$ cat src/rtl/fetch_queue_unit.sv
// fetch_queue_unit
//   Instruction-fetch front end. It owns the fetch PC and reads the combinational
//   instruction memory. Fetched words go into a DEPTH-entry prefetch queue, and the
//   queue head is handed to decode under a valid/stall handshake. A redirect from
//   decode flushes the queue and restarts fetching at the target.
//
// Ports
//   clk            in   system clock; all state updates on the rising edge
//   reset          in   synchronous active-high reset (wins over redirect)
//   redirect_valid in   redirect request from decode (flush + new fetch PC)
//   redirect_pc    in   redirect target; the two low bits are ignored
//   stall_f        in   blocks new fetches (pushes) this cycle
//   stall_d        in   decode not accepting this cycle (blocks pops)
//   imem_addr      out  word address of the current fetch PC
//   imem_rdata     in   instruction word for imem_addr (combinational)
//   instr_valid    out  queue head holds a valid instruction
//   instr          out  queue head instruction (0 when empty)
//   pc_plus4       out  queue head PC + 4 (0 when empty)
//   occupancy      out  number of entries currently held
module fetch_queue_unit #(
   parameter int               XLEN     = 32,
   parameter int               DEPTH    = 4,
   parameter logic [XLEN-1:0]  RESET_PC = '0
) (
   input  logic                         clk,
   input  logic                         reset,
   input  logic                         redirect_valid,
   input  logic [XLEN-1:0]              redirect_pc,
   input  logic                         stall_f,
   input  logic                         stall_d,
   output logic [XLEN-3:0]              imem_addr,
   input  logic [31:0]                  imem_rdata,
   output logic                         instr_valid,
   output logic [31:0]                  instr,
   output logic [XLEN-1:0]              pc_plus4,
   output logic [$clog2(DEPTH+1)-1:0]   occupancy
);

   localparam int PW = $clog2(DEPTH);
   localparam int OW = $clog2(DEPTH+1);

   // Queue storage: each entry holds the instruction and its PC + 4.
   logic [31:0]     instr_mem_q [DEPTH];
   logic [XLEN-1:0] pc4_mem_q   [DEPTH];

   logic [PW-1:0]   head_q, head_d;
   logic [PW-1:0]   tail_q, tail_d;
   logic [OW-1:0]   occ_q, occ_d;
   logic [XLEN-1:0] fetch_pc_q, fetch_pc_d;

   logic            pop;
   logic            push;
   logic [XLEN-1:0] pc_inc;

   // The redirect target is word aligned, so its two low bits are never read.
   logic            unused_redirect_lsbs;
   assign unused_redirect_lsbs = ^redirect_pc[1:0];

   assign instr_valid = (occ_q != '0);
   assign occupancy   = occ_q;
   assign imem_addr   = fetch_pc_q[XLEN-1:2];
   // Gate the head with valid so that stale storage never shows while the queue is empty.
   assign instr       = instr_valid ? instr_mem_q[head_q] : 32'h0;
   assign pc_plus4    = instr_valid ? pc4_mem_q[head_q]   : '0;

   assign pc_inc = fetch_pc_q + XLEN'(4);
   assign pop    = instr_valid & ~stall_d & ~redirect_valid;
   // A full queue can still accept a push when it pops in the same cycle.
   assign push   = ~stall_f & ~redirect_valid & ((occ_q < OW'(DEPTH)) | pop);

   always_comb begin
      head_d     = head_q;
      tail_d     = tail_q;
      occ_d      = occ_q;
      fetch_pc_d = fetch_pc_q;
      if (redirect_valid) begin
         head_d     = '0;
         tail_d     = '0;
         occ_d      = '0;
         fetch_pc_d = {redirect_pc[XLEN-1:2], 2'b00};
      end else begin
         if (pop) begin
            head_d = head_q + PW'(1);
         end
         if (push) begin
            tail_d     = tail_q + PW'(1);
            fetch_pc_d = pc_inc;
         end
         case ({push, pop})
            2'b10:   occ_d = occ_q + OW'(1);
            2'b01:   occ_d = occ_q - OW'(1);
            default: occ_d = occ_q;
         endcase
      end
   end

   always_ff @(posedge clk) begin
      if (reset) begin
         head_q     <= '0;
         tail_q     <= '0;
         occ_q      <= '0;
         fetch_pc_q <= RESET_PC;
      end else begin
         head_q     <= head_d;
         tail_q     <= tail_d;
         occ_q      <= occ_d;
         fetch_pc_q <= fetch_pc_d;
      end
   end

   // Storage needs no reset: occupancy alone decides what is valid.
   always_ff @(posedge clk) begin
      if (push) begin
         instr_mem_q[tail_q] <= imem_rdata;
         pc4_mem_q[tail_q]   <= pc_inc;
      end
   end

endmodule

$ cat config.mk
export PLATFORM = sky130hd
export DESIGN_NAME = fetch_queue_unit
export DESIGN_NICKNAME = d
export VERILOG_FILES = /design/src/rtl/fetch_queue_unit.sv
export SDC_FILE = /design/constraint.sdc
export NUM_CORES = 1
export LEC_CHECK = 0
export CAP_MARGIN = 0
export CORE_MARGIN = 1
export CORE_UTILIZATION = 55
export CTS_CLUSTER_SIZE = 25
export DETAILED_ROUTE_END_ITERATION = 10
export PLACE_DENSITY_LB_ADDON = 0.25
export SETUP_SLACK_MARGIN = 0.4
export SYNTH_ARGS = -nofsm -noshare
export SYNTH_HDL_FRONTEND = slang
export SYNTH_SLANG_ARGS = --single-unit
$ cat constraint.sdc
create_clock -name clk -period 4.3 [get_ports clk]
set_input_delay 0.86 -clock clk [delete_from_list [all_inputs] [get_ports clk]]
set_output_delay 0.86 -clock clk [all_outputs]
set_load 0.01 [all_outputs]
==> results by group, run 1 <==
Logic synthesis
  • Compound-Gate Fraction of Synth Area: 2.33%
  • Synth Area in Simple Gates: 10.3%
  • Post-synth ARST share: 0%
  • Syn avg cell area: 16.7 um^2
  • Sequential area share after synthesis: 68.3%
  • Top FF cell, synth: edfxtp_1
  • Synth Area in Adders: 0.790%
  • Area of the mapped netlist: 12000 um^2
  • Mux cell area share after synthesis: 11.8%
  • Synth warnings: 0
  • Netlist cell types: 49
  • Synthesis-stage register bit count: 287
  • Post-synth EDFFs: 248
  • Mapped Cells: 722
  • Combinational family with the most area after synthesis: multiplexers
  • Xor and xnor area share after synthesis: 4.22%

Clocking
  • Depth of the CTS H-tree: 1
  • Max clock buf depth: 3
  • Worst skew pair latency: 0.53 ns
  • CTS root buffer: clkbuf_16
  • CTS clk-pin slew, worst paths: 0.06 ns
  • TritonCTS buffer count: 28
  • Hold buffer count at cts: 0
  • Clk sinks: 287
  • Post-CTS setup buffers: 0
  • CTS tree: done
  • CTS-repair resized insts: 0

Critical path
  • Crit path max-delay family: buffers and inverters
  • Worst path bufs/invs: 2
  • Critical Path AT: 2.81 ns
  • Startpoint types: flop
  • Cell Chain, Critical Path: buf_12 > mux4_2 > nor2b_1 > clkdlybuf4s50_1
  • Crit path depth: 4
  • Critical Path Fanout Max: 28
  • Crit path largest cell delay: 0.74 ns
  • CP required: 3.44 ns
  • Slowest-stage cell, CP: dfxtp_4
  • CP Class: reg -> out
  • FF-to-FF path depth: 9
  • Reg-to-reg startpoint: occupancy[2]
  • CP endpoint kind: output port

Timing
  • Fin Clk Skew: 0.0105 ns
  • RSZ-0062 raised after global routing: false
  • Final hold slack: 0.543 ns
  • Final setup violation count: 0
  • Total negative slack for setup checks: 0 ns
  • Tcrit/Tclk final: 85.2%
  • Max_slew headroom: 45.6%
  • Worst-Margin Slew: 0.810 ns
  • Minimum clock period: 3.67 ns
  • Final Hold Viols: 0
  • Fmax: 273 MHz
  • Slack of the critical path: 0.634 ns
  • Final Max Slew Viols: 0

Place
  • Post-place setup slack: 0.660 ns
  • Hpwl dp: 15.3 mm
  • Port bufs: 162
  • Gpl congestion: 0.850
  • Post-Place Cells: 1132

Detailed routing
  • Via Count: 6806
  • DRT iter0 DRCs: 378
  • Post-DRT Antenna Nets: 0
  • DRT Pass-1 Iters: 6
  • # DRC: 0
  • Via density per instance: 5.75
  • Final WL: 24.6 mm
  • WL per Instance: 20.8 um

GRT
  • Met1 Use GR: 29.3%
  • Global route total overflow: 0
  • Vias in the first global route: 7073
  • Met3 Use GR: 3.51%
  • Met2 Use GR: 38.5%
  • GRT busiest layer: met2
  • Largest net degree at the start of global routing: 45
  • Overall Global Routing Usage: 22.3%
  • First-pass GRT wire length: 37.9 mm
  • Initial antenna violation count: 0

Power and ir drop
  • Switch share: 20.0%
  • P_int: 0.00495 W
  • P_sw: 0.00124 W
  • Pwr dens: 413 nW/um^2
  • Clock power share: 43.2%
  • Leakage: 4.89 nW
  • Sequential share of power: 50.7%
  • Comb pwr share: 6.1%
  • Max VDD drop: 0.315 mV

Status
  • Status: completed

Die
  • Site row count: 53
  • Width of the die: 150 um
  • Total die area: 22500 um^2
  • Core footprint: 21200 um^2
  • Chip Height: 150 um
  • Initial core utilization: 56.7%
  • I/O Pins: 167

Final layout
  • Fin cells: 1184
  • Final net count: 963
  • N_diodes: 0
  • Area grow syn2layout: 24.5%
  • Fillers: 1352
  • Commonest non-fill, non-tap cell in the layout: edfxtp_1
  • Most frequent cells in the layout: edfxtp_1 (248), clkdlybuf4s50_1 (162), mux4_2 (62), nor2b_1 (62), nor2_1 (38)
  • Share of layout cells above drive strength 1: 17.3%

Worst hold path
  • Worst Hold Depth: 2
  • Hold crit path type: reg -> reg
  • Worst Min Path Start: head_q[0]

Flow run
  • Max-Cap Viols: 0
-- sequential cells by signal, summed over array words and instances, names as in the netlist, named ones only --
register     cells
instr_mem_q    128
tail_q           2
pc4_mem_q      120
occupancy        3
head_q           2
fetch_pc_q      30
-- tightest hold or removal path, stage by stage, from the launching register on --
cell	delay (ns)
dfxtp_1	0.34
xnor2_1	0.09
nor2_1	0.08
-- metal layers --
metal / vias up / share of wire, %
met3: 41 / 5.8
met5: - / 0
met2: 238 / 51
met4: 0 / 1.9
met1: 3447 / 42
li1: 3080 / -
-- worst paths after layout --
check	end	slack [ns]
worst max register to register	occupancy[2]	1.54
worst min register to register	head_q[0]	0.54
worst max-delay path	pc_plus4[31]	0.63
worst min-delay path	head_q[0]	0.54
-- cells in the mapped netlist (6+ instances only) --
cell | number | area, um^2
xor2_1 | 31 | 272
a211oi_1 | 9 | 67.6
and3_1 | 9 | 56.3
mux4_2 | 62 | 1400
a211oi_2 | 6 | 75.1
nand4_1 | 8 | 50.1
edfxtp_1 | 248 | 7450
a21oi_1 | 15 | 75.1
dfxtp_1 | 39 | 781
inv_1 | 13 | 48.8
nor2b_1 | 62 | 388
nor4_1 | 6 | 37.5
nand2_1 | 32 | 120
nand3_1 | 14 | 70.1
nor2_1 | 38 | 143
clkbuf_1 | 26 | 97.6
ha_1 | 6 | 75.1
xnor2_1 | 27 | 236
nor3_1 | 8 | 40.0
buf_2 | 13 | 65.1
and4_1 | 6 | 52.6
-- kinds of logic after synthesis --
logic type                 count (synthesis)
buffers and inverters                     59
muxes                                     65
DFF                                      287
AOI/OAI and AO/OA                         39
other                                      1
adders and majority gates                  7
xor gates and xnor gates                  58
and+or+nand+nor                          206
-- layout make-up --
cell class	count	area (um^2)	area share [%]
multi-input cells	377	3570	23.8
well taps	275	344	2.30
clock inverters	19	278	1.85
clock buffers	33	751	5.01
repair buffers	180	1770	11.8
flip-flops and latches	287	8230	54.9
inverters	13	48.8	0.326
-- power groups by stage --
stage	Clock (W)	Combinational, W	Sequential [W]
after floorplan	0	0.000179	0.00319
after CTS	0.00271	0.000379	0.00314
after detailed placement	0	0.000376	0.00320
after global routing	0.00281	0.000405	0.00314
after global placement	0	0.000367	0.00319
final	0.00267	0.000376	0.00314
-- metrics by stage --
step	total power, W	instance area, um^2	utilization (%)
after floorplan	0.00337	12000	-
after global placement	0.00356	14000	65.8
after detailed placement	0.00357	14000	65.8
after CTS	0.00623	15000	70.6
after global routing	0.00636	15000	70.6
final	0.00619	15000	70.6
Note: power is estimated with default switching activity, not from simulation.
==> run 2, diff against run 1 <==
CORE_MARGIN = default   (was 1)
CORE_UTILIZATION = 49   (was 55)
PLACE_DENSITY = 0.74   (was default)
PLACE_DENSITY_LB_ADDON = default   (was 0.25)
clock period = 3.2 ns   (was 4.3 ns; I/O delays follow)
==> run 2 against run 1 <==
  * Clock power increased by 14%
  * Worst hold slack improved by 0.0030 ns
  * Count of clock-buffer cells in the layout increased by 10
  * Largest cell class unchanged
  * Highest routed layer is now met5
==> results by group, run 2 (synthesis results as in run 1) <==
Status
  • Status: completed

Die
  • Total die area: 25200 um^2 (+12%)
  • I/O Pins: 167 (unchanged)
  • Core footprint: 23800 um^2 (+12%)
  • Initial core utilization: 50.7% (-6.0 points)
  • Site row count: 56 (+5.7%)
  • Width of the die: 159 um (+5.9%)
  • Chip Height: 159 um (+5.9%)

Critical path
  • CP required: 2.56 ns (-0.88 ns)
  • Critical Path AT: 2.19 ns (-0.62 ns)
  • Crit path largest cell delay: 0.49 ns (-0.25 ns)
  • Slowest-stage cell, CP: mux4_2
  • CP Class: reg -> out
  • CP endpoint kind: output port
  • Critical Path Fanout Max: 8 (-71%)
  • Startpoint types: flop
  • Cell Chain, Critical Path: buf_8 > buf_6 > buf_12 > buf_16 > mux4_2 > nor2b_1 > buf_2

Place
  • Gpl congestion: 0.833 (-2.0%)
  • Post-place setup slack: 0.390 ns (-0.271 ns)
  • Hpwl dp: 15.3 mm (-0.53%)
  • Port bufs: 162 (unchanged)

Power and ir drop
  • Pwr dens: 512 nW/um^2 (+24%)
  • Max VDD drop: 0.321 mV (+2.1%)
  • Leakage: 5.11 nW (+4.3%)
  • Clock power share: 39.1% (-4.1 points)
  • Comb pwr share: 6.5% (+0.4 points)
  • P_sw: 0.00162 W (+31%)
  • Switch share: 20.8% (+0.88 points)
  • Sequential share of power: 54.3% (+3.6 points)
  • P_int: 0.00614 W (+24%)
  • Pwr Total: 0.00776 W (+25%)

GRT
  • Vias in the first global route: 6957 (-1.6%)
  • Largest net degree at the start of global routing: 65 (+44%)
  • Initial antenna violation count: 1 (+1)
  • First-pass GRT wire length: 38.9 mm (+2.6%)
  • Overall Global Routing Usage: 19.9% (-2.5 points)
  • Global route total overflow: 0 (unchanged)

Clocking
  • CTS tree: done
  • CTS root buffer: clkbuf_16
  • TritonCTS buffer count: 28 (unchanged)
  • CTS clk-pin slew, worst paths: 0.06 ns (about the same)
  • Max clock buf depth: 3 (unchanged)
  • Worst skew pair latency: 0.54 ns (about the same)
  • Depth of the CTS H-tree: 1 (unchanged)
  • Clk sinks: 287 (unchanged)

Timing
  • Fmax: 353 MHz
  • Final hold slack: 0.546 ns (+0.00300 ns)
  • RSZ-0062 raised after global routing: true
  • Minimum clock period: 2.83 ns
  • Tcrit/Tclk final: 88.5%
  • Total negative slack for setup checks: 0 ns (unchanged)
  • Fin Clk Skew: 0.0142 ns (+0.00371 ns)
  • Final setup violation count: 0 (unchanged)
  • Final Hold Viols: 0 (unchanged)
  • Slack of the critical path: 0.369 ns (-0.265 ns)
  • Final Max Slew Viols: 0 (unchanged)
  • Max_slew headroom: 46.5% (+0.91 points)
  • Worst-Margin Slew: 0.796 ns (-0.0135 ns)

Final layout
  • Commonest non-fill, non-tap cell in the layout: edfxtp_1
  • N_diodes: 0 (unchanged)
  • Area grow syn2layout: 25.8%
  • Most flops, register: instr_mem_q
  • Final net count: 986 (+2.4%)
  • Most frequent cells in the layout: edfxtp_1 (248), clkdlybuf4s50_1 (100), mux4_2 (62), nor2b_1 (60), nor2_1 (38)
  • Max reg flops: 128 (unchanged)
  • Final core occ: 63.8% (-6.9 points)
  • Share of layout cells above drive strength 1: 22.1% (+4.9 points)
  • Biggest regs: instr_mem_q: 128 flops, pc4_mem_q: 120 flops, fetch_pc_q: 30 flops

Detailed routing
  • WL per Instance: 19.9 um (-4.3%)
  • # DRC: 0 (unchanged)
  • Via density per instance: 5.42 (-5.7%)
  • Via Count: 6775 (-0.46%)
  • Post-DRT Antenna Nets: 0 (unchanged)
  • DRT iter0 DRCs: 378 (unchanged)
  • Final WL: 24.9 mm (+1.1%)
  • DRT Pass-1 Iters: 4 (-2)

Worst hold path
  • Hold crit path type: reg -> reg

Flow run
  • Max-Cap Viols: 0 (unchanged)
[run 2: cell count changes in the layout (fill, tap and decap cells not counted), moves of 5 or more]
cell	previous run	this run
buf_6	0	5
bufinv_16	7	0
dlygate4sd2_1	0	10
clkbuf_1	3	11
buf_2	0	7
clkdlybuf4s50_1	162	100
clkbuf_2	0	22
clkdlybuf4s15_1	0	19
buf_12	1	11
[run 2: final timing paths]
path / from / end / slack (ns) / cells past startpoint
max: flop / instr[19] / 0.37 / 7
min: head_q[0] / head_q[0] / 0.55 / 2
max reg2reg: fetch_pc_q[2] / pc4_mem_q[0][22] / 0.75 / 5
min reg2reg: head_q[0] / head_q[0] / 0.55 / 2
[run 2: power by group through the flow]
stage / sequential [W] / clock, W / combinational (W)
4_1_cts: 0.00421 / 0.00310 / 0.000511
3_5_place_dp: 0.00429 / 0 / 0.000518
5_1_grt: 0.00422 / 0.00325 / 0.000546
2_1_floorplan: 0.00428 / 0 / 0.000241
3_3_place_gp: 0.00429 / 0 / 0.000510
6_report: 0.00421 / 0.00304 / 0.000508
[run 2: area by class of cell]
type	instances	area (um^2)
fillers	1674	8610
flip-flops and latches	287	8230
multi-input cells	377	3590
repair buffers	203	2030
clock buffers	43	808
well taps	319	399
inverters	13	48.8
clock inverters	8	40.0
[run 2: per-stage QoR]
stage               instance area (um^2)  instances
floorplan                          12000        723
global placement                   14200       1181
detailed placement                 14200       1181
CTS                                15200       1243
global route                       15100       1250
finish                             15100       1250
[run 2: timing repair]
item	4_1_cts	5_1_grt
resized for setup	123	48
buffers inserted	8	7
hold buffers	0	0
endpoints found under the setup margin	62	51
cloned	3	0
[run 2: routing by layer]
metal / vias to the layer above / global-route usage [%] / wire length [um]
li1: 3132 / - / -
met1: 3393 / 28.5 / 11200
met2: 219 / 31.7 / 11600
met3: 29 / 3.84 / 1760
met4: 2 / 3.97 / 320
met5: - / 0 / 9
[run 2: critical path: cells and delay by family, from the launching register on]
kind | cells | cell delay, ns
buffers and inverters | 5 | 0.63
flip-flops | 1 | 0.39
multiplexers | 1 | 0.49
AND/OR/NAND/NOR | 1 | 0.15
